`src/rtl/ctrl_pkg.sv`:
```
// Shared encodings for the multicycle ARM controller: FSM states, ALU and mux
// select codes, data-processing commands and condition-code values.
package ctrl_pkg;

  typedef enum logic [3:0] {
    S_FETCH  = 4'd0,
    S_DECODE = 4'd1,
    S_MEMADR = 4'd2,
    S_MEMRD  = 4'd3,
    S_MEMWB  = 4'd4,
    S_MEMWR  = 4'd5,
    S_EXECR  = 4'd6,
    S_EXECI  = 4'd7,
    S_ALUWB  = 4'd8,
    S_BRANCH = 4'd9
  } state_t;

  typedef enum logic [1:0] {
    ALU_ADD = 2'b00,
    ALU_SUB = 2'b01,
    ALU_AND = 2'b10,
    ALU_ORR = 2'b11
  } alu_ctl_t;

  localparam logic [1:0] RES_ALUOUT    = 2'b00;
  localparam logic [1:0] RES_DATA      = 2'b01;
  localparam logic [1:0] RES_ALURESULT = 2'b10;

  localparam logic [1:0] SRCB_RD2    = 2'b00;
  localparam logic [1:0] SRCB_EXTIMM = 2'b01;
  localparam logic [1:0] SRCB_FOUR   = 2'b10;

  localparam logic [1:0] OP_DP    = 2'b00;
  localparam logic [1:0] OP_MEM   = 2'b01;
  localparam logic [1:0] OP_BR    = 2'b10;
  localparam logic [1:0] OP_UNDEF = 2'b11;

  localparam logic [3:0] CMD_AND = 4'b0000;
  localparam logic [3:0] CMD_SUB = 4'b0010;
  localparam logic [3:0] CMD_ADD = 4'b0100;
  localparam logic [3:0] CMD_CMP = 4'b1010;
  localparam logic [3:0] CMD_ORR = 4'b1100;

  localparam logic [3:0] COND_EQ = 4'b0000;
  localparam logic [3:0] COND_NE = 4'b0001;
  localparam logic [3:0] COND_CS = 4'b0010;
  localparam logic [3:0] COND_CC = 4'b0011;
  localparam logic [3:0] COND_MI = 4'b0100;
  localparam logic [3:0] COND_PL = 4'b0101;
  localparam logic [3:0] COND_VS = 4'b0110;
  localparam logic [3:0] COND_VC = 4'b0111;
  localparam logic [3:0] COND_HI = 4'b1000;
  localparam logic [3:0] COND_LS = 4'b1001;
  localparam logic [3:0] COND_GE = 4'b1010;
  localparam logic [3:0] COND_LT = 4'b1011;
  localparam logic [3:0] COND_GT = 4'b1100;
  localparam logic [3:0] COND_LE = 4'b1101;
  localparam logic [3:0] COND_AL = 4'b1110;
  localparam logic [3:0] COND_NV = 4'b1111;

  localparam logic [3:0] REG_PC = 4'd15;

endpackage

```
`src/rtl/cond_check.sv`:
```
// Combinational ARM condition-code evaluator: decides whether an instruction
// with condition field cond executes given the current NZCV flags.
module cond_check
  import ctrl_pkg::*;
(
  input  logic [3:0] cond,
  input  logic [3:0] nzcv,
  output logic       cond_ex
);

  logic n, z, c, v;
  logic ge;

  assign {n, z, c, v} = nzcv;
  assign ge = (n == v);

  always_comb begin
    cond_ex = 1'b0;
    case (cond)
      COND_EQ: cond_ex = z;
      COND_NE: cond_ex = ~z;
      COND_CS: cond_ex = c;
      COND_CC: cond_ex = ~c;
      COND_MI: cond_ex = n;
      COND_PL: cond_ex = ~n;
      COND_VS: cond_ex = v;
      COND_VC: cond_ex = ~v;
      COND_HI: cond_ex = c & ~z;
      COND_LS: cond_ex = ~(c & ~z);
      COND_GE: cond_ex = ge;
      COND_LT: cond_ex = ~ge;
      COND_GT: cond_ex = ~z & ge;
      COND_LE: cond_ex = ~(~z & ge);
      COND_AL: cond_ex = 1'b1;
      default: cond_ex = 1'b0;
    endcase
  end

endmodule

```
`src/rtl/multicycle_controller.sv`:
```
// Multicycle ARM control FSM: sequences the shared-memory datapath, holds NZCV
// and gates writes by the condition latched in DECODE. Optional CMP: CTRL_NOWRITE_CMP_EN.
module multicycle_controller
  import ctrl_pkg::*;
#(
  parameter int         STATE_W  = 4,
  parameter logic [3:0] FLAG_RST = 4'b0000
) (
  input  logic               CLK,
  input  logic               RST,
  input  logic [3:0]         Cond,
  input  logic [1:0]         Op,
  input  logic [5:0]         Funct,
  input  logic [3:0]         Rd,
  input  logic [3:0]         ALUFlags,
  output logic               PCWrite,
  output logic               MemWrite,
  output logic               RegWrite,
  output logic               IRWrite,
  output logic               AdrSrc,
  output logic [1:0]         ResultSrc,
  output logic               ALUSrcA,
  output logic [1:0]         ALUSrcB,
  output logic [1:0]         ImmSrc,
  output logic [1:0]         RegSrc,
  output logic [1:0]         ALUControl,
  output logic [STATE_W-1:0] State
);

  state_t   state, state_next;
  logic [3:0] flags;
  logic     cond_ex_now, cond_ex;
  alu_ctl_t alu_ctl_dec;
  logic     cmd_known, cmd_cmp, cmd_write;
  logic [1:0] flag_w;
  logic     ir_w, pc_fetch, reg_w, mem_w, branch, exec_st;
  logic     rd_pc;

  cond_check u_cond_check (
    .cond    (Cond),
    .nzcv    (flags),
    .cond_ex (cond_ex_now)
  );

  assign rd_pc  = (Rd == REG_PC);
  assign ImmSrc = Op;
  assign RegSrc = {(Op == OP_MEM), (Op == OP_BR)};
  assign State  = STATE_W'(state);

  // Reset wins over everything, so an aborted EXEC never updates flags.
  always_ff @(posedge CLK) begin
    if (RST) begin
      state   <= S_FETCH;
      flags   <= FLAG_RST;
      cond_ex <= 1'b0;
    end else begin
      state <= state_next;
      if (state == S_DECODE) cond_ex <= cond_ex_now;
      if (exec_st && cond_ex) begin
        if (flag_w[1]) flags[3:2] <= ALUFlags[3:2];
        if (flag_w[0]) flags[1:0] <= ALUFlags[1:0];
      end
    end
  end

  always_comb begin
    alu_ctl_dec = ALU_ADD;
    cmd_known   = 1'b1;
    cmd_cmp     = 1'b0;
    case (Funct[4:1])
      CMD_ADD: alu_ctl_dec = ALU_ADD;
      CMD_SUB: alu_ctl_dec = ALU_SUB;
      CMD_AND: alu_ctl_dec = ALU_AND;
      CMD_ORR: alu_ctl_dec = ALU_ORR;
`ifdef CTRL_NOWRITE_CMP_EN
      CMD_CMP: begin
        alu_ctl_dec = ALU_SUB;
        cmd_cmp     = 1'b1;
      end
`endif
      default: cmd_known = 1'b0;
    endcase
  end

  // Unknown commands still run as ADD but must not write a register.
  assign cmd_write = cmd_known & ~cmd_cmp;
  assign flag_w[1] = Funct[0] | cmd_cmp;
  assign flag_w[0] = (Funct[0] & ((alu_ctl_dec == ALU_ADD) | (alu_ctl_dec == ALU_SUB))) | cmd_cmp;

  always_comb begin
    state_next = S_FETCH;
    ir_w       = 1'b0;
    pc_fetch   = 1'b0;
    reg_w      = 1'b0;
    mem_w      = 1'b0;
    branch     = 1'b0;
    exec_st    = 1'b0;
    AdrSrc     = 1'b0;
    ALUSrcA    = 1'b0;
    ALUSrcB    = SRCB_RD2;
    ResultSrc  = RES_ALUOUT;
    ALUControl = ALU_ADD;

    case (state)
      S_FETCH: begin
        state_next = S_DECODE;
        ir_w       = 1'b1;
        pc_fetch   = 1'b1;
        ALUSrcA    = 1'b1;
        ALUSrcB    = SRCB_FOUR;
        ResultSrc  = RES_ALURESULT;
      end
      S_DECODE: begin
        ALUSrcA   = 1'b1;
        ALUSrcB   = SRCB_FOUR;
        ResultSrc = RES_ALURESULT;
        case (Op)
          OP_MEM:  state_next = S_MEMADR;
          OP_DP:   state_next = Funct[5] ? S_EXECI : S_EXECR;
          OP_BR:   state_next = S_BRANCH;
          default: state_next = S_FETCH;
        endcase
      end
      S_MEMADR: begin
        ALUSrcB    = SRCB_EXTIMM;
        state_next = Funct[0] ? S_MEMRD : S_MEMWR;
      end
      S_MEMRD: begin
        AdrSrc     = 1'b1;
        state_next = S_MEMWB;
      end
      S_MEMWB: begin
        ResultSrc = RES_DATA;
        reg_w     = 1'b1;
      end
      S_MEMWR: begin
        AdrSrc = 1'b1;
        mem_w  = 1'b1;
      end
      S_EXECR: begin
        ALUSrcB    = SRCB_RD2;
        ALUControl = alu_ctl_dec;
        exec_st    = 1'b1;
        state_next = S_ALUWB;
      end
      S_EXECI: begin
        ALUSrcB    = SRCB_EXTIMM;
        ALUControl = alu_ctl_dec;
        exec_st    = 1'b1;
        state_next = S_ALUWB;
      end
      S_ALUWB: begin
        ResultSrc = RES_ALUOUT;
        reg_w     = cmd_write;
      end
      S_BRANCH: begin
        ALUSrcB   = SRCB_EXTIMM;
        ResultSrc = RES_ALURESULT;
        branch    = 1'b1;
      end
      default: state_next = S_FETCH;
    endcase

    // While in reset the datapath sees FETCH selects but no enables.
    if (RST) begin
      AdrSrc     = 1'b0;
      ALUSrcA    = 1'b1;
      ALUSrcB    = SRCB_FOUR;
      ResultSrc  = RES_ALURESULT;
      ALUControl = ALU_ADD;
    end

    IRWrite  = ~RST & ir_w;
    MemWrite = ~RST & mem_w & cond_ex;
    RegWrite = ~RST & reg_w & cond_ex & ~rd_pc;
    PCWrite  = ~RST & (pc_fetch | (branch & cond_ex) | (reg_w & cond_ex & rd_pc));
  end

endmodule

```
`config.mk`:
```
export PLATFORM = sky130hd
export DESIGN_NAME = multicycle_controller
export DESIGN_NICKNAME = d
export VERILOG_FILES = /design/src/rtl/ctrl_pkg.sv /design/src/rtl/cond_check.sv /design/src/rtl/multicycle_controller.sv
export SDC_FILE = /design/constraint.sdc
export NUM_CORES = 1
export LEC_CHECK = 0
export BUFFER_PORTS_ARGS = -buffer_cell sky130_fd_sc_hd__buf_2
export CAP_MARGIN = 25
export CELL_PAD_IN_SITES_DETAIL_PLACEMENT = 1
export CELL_PAD_IN_SITES_GLOBAL_PLACEMENT = 1
export CORE_UTILIZATION = 30
export CTS_BUF_LIST = sky130_fd_sc_hd__clkbuf_8
export DETAILED_ROUTE_END_ITERATION = 16
export GPL_TIMING_DRIVEN = 0
export PLACE_DENSITY = 0.81
export SETUP_SLACK_MARGIN = 0.02
export SYNTH_ARGS = -nofsm -noshare
export SYNTH_HDL_FRONTEND = slang
export SYNTH_SLANG_ARGS = --single-unit
export TNS_END_PERCENT = 5
```
`constraint.sdc`:
```
create_clock -name CLK -period 1.6 [get_ports CLK]
set_clock_uncertainty 0.05 [all_clocks]
set_input_delay 0.16 -clock CLK [delete_from_list [all_inputs] [get_ports CLK]]
set_output_delay 0.16 -clock CLK [all_outputs]
set_load 0.02 [all_outputs]
```
---- Word level (Yosys, flattened, before mapping) ----
Cells that the tools add are included.
Widths: inputs -> output; s select.
word-level totals
  register bits ........................... 9
  bits in latches ......................... 0
  memory bits (writable) .................. 0
  ROM bits ................................ 0
  output and inout bits ................... 20
  logic and storage cells ................. 96
  memories kept ........................... 0
cells by class
  $add $sub $neg .......................... 0
  multiply operators ...................... 0
  div/mod/pow operators ................... 0
  magnitude comparators ................... 0
  equality and inequality tests ........... 31
  shift operators ......................... 0
  muxes and demuxes ....................... 22
  bitwise logic cells ..................... 25
  reduce and logical (&&, ||, !) cells .... 14
operators with widths
  cell                count
  $eq 4x4->1 const B  11
  $eq 4x3->1 const B  9
  $eq 4x2->1 const B  5
  $pmux 4 s5          1
  $pmux 1 s15         1
  $and 1x1->1         13
  $logic_not 4->1     3
  $pmux 4 s3          1
  $mux 1              10
  $not 1->1           9
  $eq 4x1->1 const B  2
  $mux 2              4
  $pmux 2 s2          2
  $pmux 2 s3          1
  $reduce_or 2->1     3
  $reduce_or 3->1     2
  $eq 2x1->1 const B  2
  $logic_not 2->1     2
  $reduce_and 2->1    2
  $reduce_or 4->1     1
  $mux 3              1
  $or 1x1->1          3
  $eq 2x2->1 const B  1
  $pmux 1 s2          1
  2 further kinds     2

---- Depth between registers and ports, before layout ----
  word-level depth ........................ 8
  mapped depth ............................ 6
  gate-level depth less buffers ........... 5

---- Cells and area by module ----
Synthesis repeated with hierarchy kept, for this count alone.
second synthesis, totals
  cells, all modules ...................... 112
  area, all modules ....................... 845.8 um^2
modules (own cells, without submodules)
  module                 times used  cells an instance  area an instance (um^2)  sequential area each (um^2)
  multicycle_controller  1           89                 698.2                    180.2
  cond_check             1           23                 147.6                    0.0

---- Worst setup path before layout ----
No wires, ideal clock.
  kind .................................... register -> output
  from .................................... register state[3], in the netlist State[3]
  to ...................................... output port PCWrite
  arrival ................................. 1.728 ns
  slack ................................... -0.338 ns
  cell stages (with the launch flop) ...... 4
  path buffers ............................ 0
  cells stage by stage .................... dfxtp_1 or3_1 nor3_1 o21bai_1
on the way
  word-level cells in the longest chain between the ends .. 6
  elaborated cells on any way between the ends .. 13
  classes of those cells .................. eq/ne (3); mux (3); bitwise (6); reduce/logical (1)
ends and longest elaborated chain
  item                                       RTL line                      source
  start: declaration                         multicycle_controller.sv:30   state_t state, state_next;
  start signal: assignment                   multicycle_controller.sv:57   state <= state_next;
  $eq 4x4->1 or $eq 4x3->1 (tied branches)   multicycle_controller.sv:104  case (state)
  $pmux 1 s2 or $mux 1 (tied branches)       multicycle_controller.sv:104
  $and 1x1->1                                multicycle_controller.sv:176  PCWrite = ~RST & (pc_fetch | (branch & cond_ex) | (reg_w & cond_ex & rd_pc));
  $and 1x1->1 or $or 1x1->1 (tied branches)  multicycle_controller.sv:176
  $or 1x1->1 *                               multicycle_controller.sv:176
  $and 1x1->1 *                              multicycle_controller.sv:176
  end: declaration                           multicycle_controller.sv:16   output logic PCWrite,
Mark *: on every way between the ends. The rest lies on a longest branch, timed or not.

---- Final worst setup path ----
  from .................................... register state[2], in the netlist State[2]
  to ...................................... output port PCWrite
The elaborated chain is that of the path after synthesis.

==> results.json <==
{
  "place_ws_ps": -176,
  "worstSetupPathType": "register to primary output",
  "io_buffers": 39,
  "clk_pin_slew_worst_paths_ps": 50,
  "die_y_um": 55.1,
  "relSlewSlack": 0.805,
  "cts-root-buf": "clkbuf_8",
  "ys_ff_latch": 9,
  "hold_path_startpoint": "ALUFlags[0]",
  "fmax_mhz": 568,
  "hold_viol_final": 0,
  "async_reset_ff_frac": 0,
  "whs_ps": 113,
  "stdcell_area_um2": 1260,
  "syn-num-nets": 133,
  "drt-vias-per-instance": 5.41,
  "crit_fanout": 4,
  "worst_pin_slew_ps": 289,
  "fin_cells": 187,
  "status": "complete, but fails checks",
  "grt-ovfl-total": 0,
  "reg2reg_from": "State[2]",
  "hold_buffers": 0,
  "die-width_um": 55.1,
  "finalPower_uw": 782,
  "cp-startpoint": "State[2]",
  "rsz0062_at_grt": "true",
  "ys_warn_count": 0,
  "antenna_found_initial": 0,
  "fin_nets": 180,
  "antenna_cells": 0,
  "grt_pass1_vias": 908,
  "grt_max_degree": 11,
  "synthTopCellsByArea": "dfxtp_1 21%, nor2_1 8.4%, mux2i_1 5.9%, xnor2_1 5.2%, nor2b_1 4.4%",
  "fp-row-count": 18,
  "clk_latency_ps": 240,
  "yosysTopAreaCell": "dfxtp_1",
  "yosysTopAreaCellShare": 0.213,
  "place_area_um2": 1100,
  "cp-end-kind": "primary output",
  "leakagePower_nw": 0.528,
  "num_vias": 1011,
  "htree_levels": 1,
  "firstDrtPassIters": 4,
  "ys_seq_area_frac": 0.213,
  "grt_pass1_wl_um": 4000,
  "power.density_nw_per_um2": 619,
  "final_antenna_net_count": 0,
  "clockBufferDepth": 2,
  "setup_viol": 4,
  "area_growth_pct": 49.6,
  "clock-sinks": 9,
  "drc": 0,
  "synth-edff-count": 0,
  "period_share": 1.10,
  "numCtsBuffers": 3,
  "hold_class": "primary input to register",
  "ir_drop_mv": 0.395,
  "core_um2": 2570,
  "dieArea_um2": 3030,
  "violations": "negative setup slack",
  "setup_ws_ps": -161,
  "cap_violations": 0,
  "grt_use_total": 0.191,
  "start_util": 0.329,
  "syn-instance-count": 111,
  "dp.cells": 180,
  "arrival_ps": 1550,
  "drive_gt1_frac": 0.465,
  "slew_violations": 0,
  "synth_area_per_cell_um2": 7.61,
  "final_common_cell": "buf_2",
  "syn_area_um2": 845,
  "start_kind": "register",
  "synth_flop_cell": "dfxtp_1",
  "yosysUniqueCellTypes": 41,
  "cts_tree": "built",
  "hpwlAfterDp_um": 2080,
  "drt-total-wl_um": 2810,
  "timing.critical_path.required_ps": 1390,
  "wl_per_cell_um": 15.0,
  "drt_iter0_drc": 5,
  "period_minus_slack_ps": 1760,
  "fin_util": 0.492,
  "setup_tns_ps": -265,
  "ios": 42,
  "final_cell_mix": "33 x buf_2, 17 x nor2_1, 11 x buf_4",
  "routabilityCongestion": 0.846
}
## what timing repair did
action,4_1_cts,5_1_grt
setup endpoints to repair,11,10
gates cloned,0,0
pin swaps,4,4
resized for setup,18,12
setup buffers,3,0
## final timing paths
check,to,slack (ps),cells past startpoint
worst max-delay path,PCWrite,-160,6
worst min-delay path,flags[0],110,3
worst max register to register,flags[1],110,6
worst min register to register,flags[3],510,2
## area by class of cell
type                       count  area, um^2
buffer                         7        73.8
clock buffer                   3        41.3
clock inverter                 1        3.75
fill                         324        1300
inverter                       5        18.8
multi-input combinational     90         659
sequential                     9         193
tap                           30        37.5
timing repair buffer          42         236
## flip-flops by register name (all words and copies together) (netlist names)
signal and count:
State 4, flags 4, cond_ex 1
## cells in the mapped netlist (2+ instances only)
library cell	count
nor4_1	3
mux2i_1	5
a31oi_1	3
buf_4	2
nor2_1	19
or2_1	2
nand4_1	2
nand2b_4	2
inv_1	5
nand2_1	6
o21ai_0	3
dfxtp_1	9
a21oi_1	6
nor2b_1	6
nand2b_1	2
nor4b_1	3
xnor2_1	5
nor3_1	4
o41ai_1	2
## power by group
part           internal (mW)  leakage, nW  total (mW)  switching (mW)
clock                  0.168       0.0269       0.264          0.0959
sequential             0.232       0.0760       0.245          0.0131
combinational          0.119        0.426       0.273           0.154
## worst max-delay path, stage by stage (launching register included)
cell	delay [ps]
dfxtp_4	350
buf_4	150
nor2b_2	150
o211ai_1	280
a2bb2oi_2	180
o21bai_2	70
buf_6	130
## cell families after synthesis
group           count (synthesis)  share of synthesized area
mux                             5                     0.0593
buf+inv                        12                     0.0978
simple gates                   54                      0.354
compound gates                 25                      0.213
xor+xnor                        6                     0.0622
flops                           9                      0.213
## routing by layer
| metal | GRT usage | share of wire | vias up |
|---|---|---|---|
| li1 | - | - | 492 |
| met1 | 0.185 | 0.39 | 474 |
| met2 | 0.359 | 0.52 | 36 |
| met3 | 0.0301 | 0.056 | 9 |
| met4 | 0.142 | 0.036 | 0 |
| met5 | 0 | 0 | - |
(Power assumes the default switching activity.)
